### src/rtl/wired_bus_resolver.sv
// Registered N-driver bus resolver: wired-OR, wired-AND or tri-state, with contention/floating flags.
// Optional sticky contention error (clr_err / err_sticky) enabled by macro WIRED_BUS_STICKY_ERR_EN.
module wired_bus_resolver #(
   parameter int N_DRV = 4,
   parameter int WIDTH = 8,
   parameter int CNT_W = 8
) (
   input  logic                   clk,
   input  logic                   rst_n,
   input  logic                   in_valid,
   input  logic [1:0]             mode,
   input  logic [N_DRV-1:0]       drv_en,
   input  logic [N_DRV*WIDTH-1:0] drv_data,
   input  logic                   clr_cnt,
`ifdef WIRED_BUS_STICKY_ERR_EN
   input  logic                   clr_err,
   output logic                   err_sticky,
`endif
   output logic                   out_valid,
   output logic [WIDTH-1:0]       bus_out,
   output logic                   contention,
   output logic                   floating,
   output logic [CNT_W-1:0]       cont_cnt
);

   localparam logic [CNT_W-1:0] CNT_ONE = CNT_W'(1);

   logic [WIDTH-1:0] or_s;
   logic [WIDTH-1:0] and_s;
   logic [WIDTH-1:0] bus_s;
   logic             seen_s;
   logic             multi_s;
   logic             cont_s;
   logic             float_s;
   logic             cnt_sat_s;

   // reduce enabled drivers; multi_s marks a second enabled driver
   always_comb begin
      or_s    = '0;
      and_s   = '1;
      seen_s  = 1'b0;
      multi_s = 1'b0;
      for (int i = 0; i < N_DRV; i++) begin
         or_s    = or_s  | (drv_data[i*WIDTH +: WIDTH] & {WIDTH{drv_en[i]}});
         and_s   = and_s & (drv_data[i*WIDTH +: WIDTH] | {WIDTH{~drv_en[i]}});
         multi_s = multi_s | (seen_s & drv_en[i]);
         seen_s  = seen_s | drv_en[i];
      end
   end

   // mode select; tri-state resolves to the OR of its enabled drivers in every case
   always_comb begin
      bus_s   = or_s;
      cont_s  = 1'b0;
      float_s = ~seen_s;
      case (mode)
         2'b01: begin
            bus_s  = and_s;
            cont_s = 1'b0;
         end
         2'b10: begin
            bus_s  = or_s;
            cont_s = multi_s;
         end
         default: begin
            bus_s  = or_s;
            cont_s = 1'b0;
         end
      endcase
   end

   assign cnt_sat_s = &cont_cnt;

   // output registers: results load only on accepted samples, valid follows in_valid
   always_ff @(posedge clk or negedge rst_n) begin
      if (!rst_n) begin
         out_valid  <= 1'b0;
         bus_out    <= '0;
         contention <= 1'b0;
         floating   <= 1'b0;
      end else begin
         out_valid <= in_valid;
         if (in_valid) begin
            bus_out    <= bus_s;
            contention <= cont_s;
            floating   <= float_s;
         end
      end
   end

   // saturating contention counter; clear beats increment
   always_ff @(posedge clk or negedge rst_n) begin
      if (!rst_n) begin
         cont_cnt <= '0;
      end else if (clr_cnt) begin
         cont_cnt <= '0;
      end else if (in_valid && cont_s && !cnt_sat_s) begin
         cont_cnt <= cont_cnt + CNT_ONE;
      end
   end

`ifdef WIRED_BUS_STICKY_ERR_EN
   // sticky error: a new contention sample wins over clr_err
   always_ff @(posedge clk or negedge rst_n) begin
      if (!rst_n) begin
         err_sticky <= 1'b0;
      end else if (in_valid && cont_s) begin
         err_sticky <= 1'b1;
      end else if (clr_err) begin
         err_sticky <= 1'b0;
      end
   end
`endif

endmodule

### config.mk
export PLATFORM = sky130hd
export DESIGN_NAME = wired_bus_resolver
export DESIGN_NICKNAME = d
export VERILOG_FILES = /design/src/rtl/wired_bus_resolver.sv
export SDC_FILE = /design/constraint.sdc
export NUM_CORES = 1
export LEC_CHECK = 0
export ABC_AREA = 1
export CAP_MARGIN = 5
export CORE_UTILIZATION = 30
export DETAILED_ROUTE_END_ITERATION = 7
export HOLD_SLACK_MARGIN = 0.12
export PLACE_DENSITY = 0.63
export SLEW_MARGIN = 20
export SYNTH_ARGS = -nofsm -noshare
export SYNTH_HDL_FRONTEND = slang
export SYNTH_SLANG_ARGS = --single-unit
### constraint.sdc
create_clock -name clk -period 1.3 [get_ports clk]
set_input_delay 0.325 -clock clk [delete_from_list [all_inputs] [get_ports clk]]
set_output_delay 0.325 -clock clk [all_outputs]
set_load 0.005 [all_outputs]
After elaboration in Yosys (flattened, before gate mapping)
Cells that the tools add are included.
{"block": "totals", "ff_bits": 19, "inputBits": 42, "output_inout_bits": 19, "wordCells": 44}
{"block": "op_classes", "addsub": 1, "n_reduce_logical": 5, "eq_ne": 2, "bitwise": 27, "muxes": 4}
{"cell": "8-bit bitwise AND", "count": 7}
{"cell": "8-bit bitwise OR", "count": 7}
{"cell": "8-bit two-way mux", "count": 3}
{"cell": "8-bit by 1-bit adder with 8-bit output (second input constant)", "count": 1}
{"cell": "8-bit AND reduction", "count": 1}
{"cell": "1-bit inverter", "count": 5}
{"cell": "1-bit bitwise OR", "count": 5}
{"cell": "1-bit bitwise AND", "count": 3}
{"cell": "2-bit by 1-bit equality test with 1-bit output (second input constant)", "count": 1}
{"cell": "2-bit equality test (second input constant)", "count": 1}
{"cell": "1-bit logical AND", "count": 2}
{"cell": "2-bit nonzero test", "count": 1}
{"cell": "1-bit logical NOT", "count": 1}
{"cell": "1-bit two-way mux", "count": 1}

Longest topological paths before layout
{"block": "logic_depth", "ltp_word": 9, "ltp_mapped": 9, "ltp_nobuf": 9}

Worst setup path after synthesis
No wires, ideal clock.
{"block": "synth_path", "kind": "register to register", "start": "reg cont_cnt[0]", "end": "reg cont_cnt[2]", "setup_ns": 0.118, "path_stages_with_launch": 9, "slack_ns": -0.027, "path_buffers": 0, "arrival_ns": 1.209, "cell_sequence": "dfrtp_1 > ha_1 > nand2_1 > nor2_2 > nand3_2 > nand3_4 > nand2_4 > nand2_1 > nand2_1"}
{"block": "synth_via", "elab_chain_cells": 4, "elab_cells_between_ends": 7, "cone_classes": "add/sub: 1; mux: 2; reduce/logical: 4"}
{"element": "from (decl)", "line_no": "23", "text": "output logic [CNT_W-1:0] cont_cnt"}
{"element": "from (signal assigned)", "line_no": "98", "text": "cont_cnt <= cont_cnt + CNT_ONE;"}
{"element": "branches (longest 4 deep; another with 8-bit by 1-bit adder with 8-bit output)"}
Parallel ways; which one is timed is not known. The select of a mux whose other input is x is not followed.
A chain may end at the register's enable or synchronous reset.

Worst setup path after layout
{"block": "layout_path", "start": "reg cont_cnt[1]", "end": "reg cont_cnt[6]"}
Same word-level chain as after synthesis.

==> results.py <==
metrics = {
    "outcome": {
        "status": "finished, violations left",
        "violations": "design-rule violations, negative setup slack",
    },
    "finish": {
        "post-route-util_pct": 54.15,
        "synthToLayoutAreaGrowth_pct": 73.96,
        "final_cells": 397,
        "nNetsFinal": 374,
        "drive_above_1_share_pct": 22.42,
        "finalInstanceArea_um2": 2557,
        "diodes": 0,
    },
    "route": {
        "drt_wl_total_mm": 4.815,
        "drc": 1,
        "via_per_inst": 4.630,
        "ant_nets": 0,
        "vias": 1838,
        "dr.pass1.iters": 7,
        "drt_iter0_markers": 87,
        "wl_per_cell_um": 12.13,
    },
    "sta": {
        "rsz0062_at_grt": "yes",
        "setup-violations-final": 9,
        "fmax_mhz": 739.3,
        "holdWs_ns": 0.3978,
        "postLayoutSetupSlackWorst_ns": -0.05261,
        "drv_slew": 0,
        "slew_headroom_pct": 83.27,
        "hold_viol": 0,
        "min_period_over_period_pct": 104.0,
        "tightest_slew_ns": 0.2510,
        "post-route-min-period_ns": 1.353,
        "fin_tns_setup_ns": -0.2312,
        "fin_skew_ns": 0.006223,
    },
    "worst_setup_path": {
        "cp_num_buf_inv": 1,
        "endpoint_kind": "flip-flop",
        "slowest_delay_ns": 0.36,
        "required_ns": 1.45,
        "slowest_stage": "dfrtp_1",
        "worstPathCellList": "buf_6 -> ha_4 -> nand2_4 -> nor2_4 -> nand3_4 -> nand3_4 -> nand2_4 -> nand2_1 -> nand2_1",
        "start_kind": "flip-flop",
        "crit_type": "reg -> reg",
        "worst_ep_arrival_time_ns": 1.50,
        "crit_fanout": 8,
        "path_delay_family": "simple AND/OR/NAND/NOR gates",
    },
    "power_and_ir_drop": {
        "power_mw": 1.736,
        "leakage_nw": 1.301,
        "power_density_nw_per_um2": 679.0,
        "irDropWorstVdd_mv": 0.5124,
    },
    "clock_network": {
        "clk_pin_slew_ns": 0.08,
        "cts_htree_levels": 1,
        "numCtsBuffers": 3,
        "cts_hold_buffers": 0,
        "root_buffer": "clkbuf_8",
        "clock_sinks": 19,
        "clockBufferDepth": 2,
        "cts_tree": "built",
        "clock_latency_ns": 0.26,
    },
    "place": {
        "gp_congestion": 0.8675,
        "placed_cell_area_um2": 2325,
        "hpwlAfterDp_mm": 3.589,
        "pre_cts_ws_ns": -0.4245,
        "place_inst": 379,
        "numPortBuffers": 60,
    },
    "synthesis": {
        "ys.flop_type": "dfrtp_1",
        "synth-seq-cells": 19,
        "avgSynthCellArea_um2": 6.392,
        "synthArstFlopShare_pct": 100.0,
        "yosysWarnings": 0,
        "syn_area_um2": 1470,
        "syn-num-nets": 273,
        "syn_inst": 230,
        "synth_edf_count": 0,
        "synth_cell_types": 32,
        "yosysSeqAreaShare_pct": 32.34,
    },
    "hold_path": {
        "hold_path.class": "in -> async",
    },
    "global_routing": {
        "grt_pass1_vias": 1798,
        "grt_max_degree": 20,
        "antenna_found_initial": 0,
        "grt_use_total_pct": 20.11,
        "grt_pass1_wl_mm": 8.293,
        "grt_overflow": 0,
    },
    "flow_run": {
        "maxCapViolCount": 0,
    },
    "die": {
        "die-area_um2": 5185,
        "core_um2": 4723,
        "ios": 61,
        "die_y_um": 72.01,
        "die_w_um": 72.01,
        "rows": 25,
        "initial_utilization_pct": 31.13,
    },
}
-- per-layer routing --
| layer | GRT usage, % | vias up | wire length, um |
|---|---|---|---|
| met5 | 0 | - | 0 |
| met4 | 5.011 | 0 | 27 |
| met3 | 2.778 | 4 | 189 |
| met2 | 32.60 | 43 | 2320 |
| met1 | 28.34 | 855 | 2278 |
| li1 | - | 936 | - |
-- worst paths after layout --
path	startpoint	to	slack, ns	cells past startpoint
max in group asynchronous	rst_n	cont_cnt[5]	0.70	2
min in group clk	floating	floating	0.49	2
hold reg to reg	floating	floating	0.49	2
setup reg to reg	cont_cnt[1]	cont_cnt[6]	-0.05	9
hold / removal	rst_n	cont_cnt[4]	0.40	2
setup / recovery	cont_cnt[1]	cont_cnt[6]	-0.05	9
-- cell type report --
class,instances,area [um2]
clock buffers,3,41.29
inverters,24,95.09
flip-flops and latches,19,475.5
clock inverters,1,7.507
fillers,475,2166
well taps,67,83.83
multi-input cells,180,932.1
repair buffers,103,922.1
-- cell usage in the layout, fill, tap and decap left out, drive strengths merged --
cell,instances
dlymetal6s2s,2
nand3,15
o21bai,1
dlygate4sd2,22
buf,45
o2111ai,2
nor3,1
o211ai,1
ha,1
a21oi,6
clkinvlp,1
nand4,5
dfrtp,19
o22ai,3
nand2,87
clkdlybuf4s50,34
o31ai,1
or2,3
inv,23
nor2,32
o21ai,17
nor3b,1
a22o,1
clkbuf,3
xor2,3
clkinv,1
-- state kept, by name (all words and copies together) (netlist names) --
register and count:
cont_cnt 8, floating 1, contention 1, out_valid 1, bus_out 8
-- worst reg2reg max path, cell delays in order, from the launching register on --
cell and delay [ns]:
dfrtp_1 0.36, buf_6 0.11, ha_4 0.14, nand2_4 0.05
nor2_4 0.12, nand3_4 0.10, nand3_4 0.11, nand2_4 0.10
nand2_1 0.08, nand2_1 0.05
-- cell usage after synthesis, types with 3 or more instances --
cell	instances	area share (%)
o22ai_1	3	1.3
nand2_1	85	22
inv_1	21	5.4
nand3_1	12	4.1
nand4_1	5	2.1
xor2_1	3	1.8
a21oi_1	6	2.0
o21ai_0	16	5.4
nor2_1	31	7.9
dfrtp_1	19	32
buf_2	4	1.4
-- logic make-up (layout without fill, tap and decap cells) --
kind of cell	after synthesis	count (layout)	share of synthesized area [%]
xor+xnor	3	3	1.788
fa+ha+maj	1	1	0.8509
compound gates	32	32	12.43
buf+inv	32	131	10.38
simple gates	143	144	42.21
flops	19	19	32.34
-- what timing repair did --
action | CTS | global route
cloned | 1 | 0
gates resized for setup | 42 | 12
endpoints found under the setup margin | 34 | 13
pin swaps | 9 | 7
buffers inserted | 11 | 2
hold endpoints to repair | 0 | 0
-- power breakdown --
part           switching [mW]  internal [mW]
registers              0.0295          0.640
clock network           0.209          0.216
logic                   0.286          0.355
total                   0.525           1.21
(Power assumes the default switching activity.)
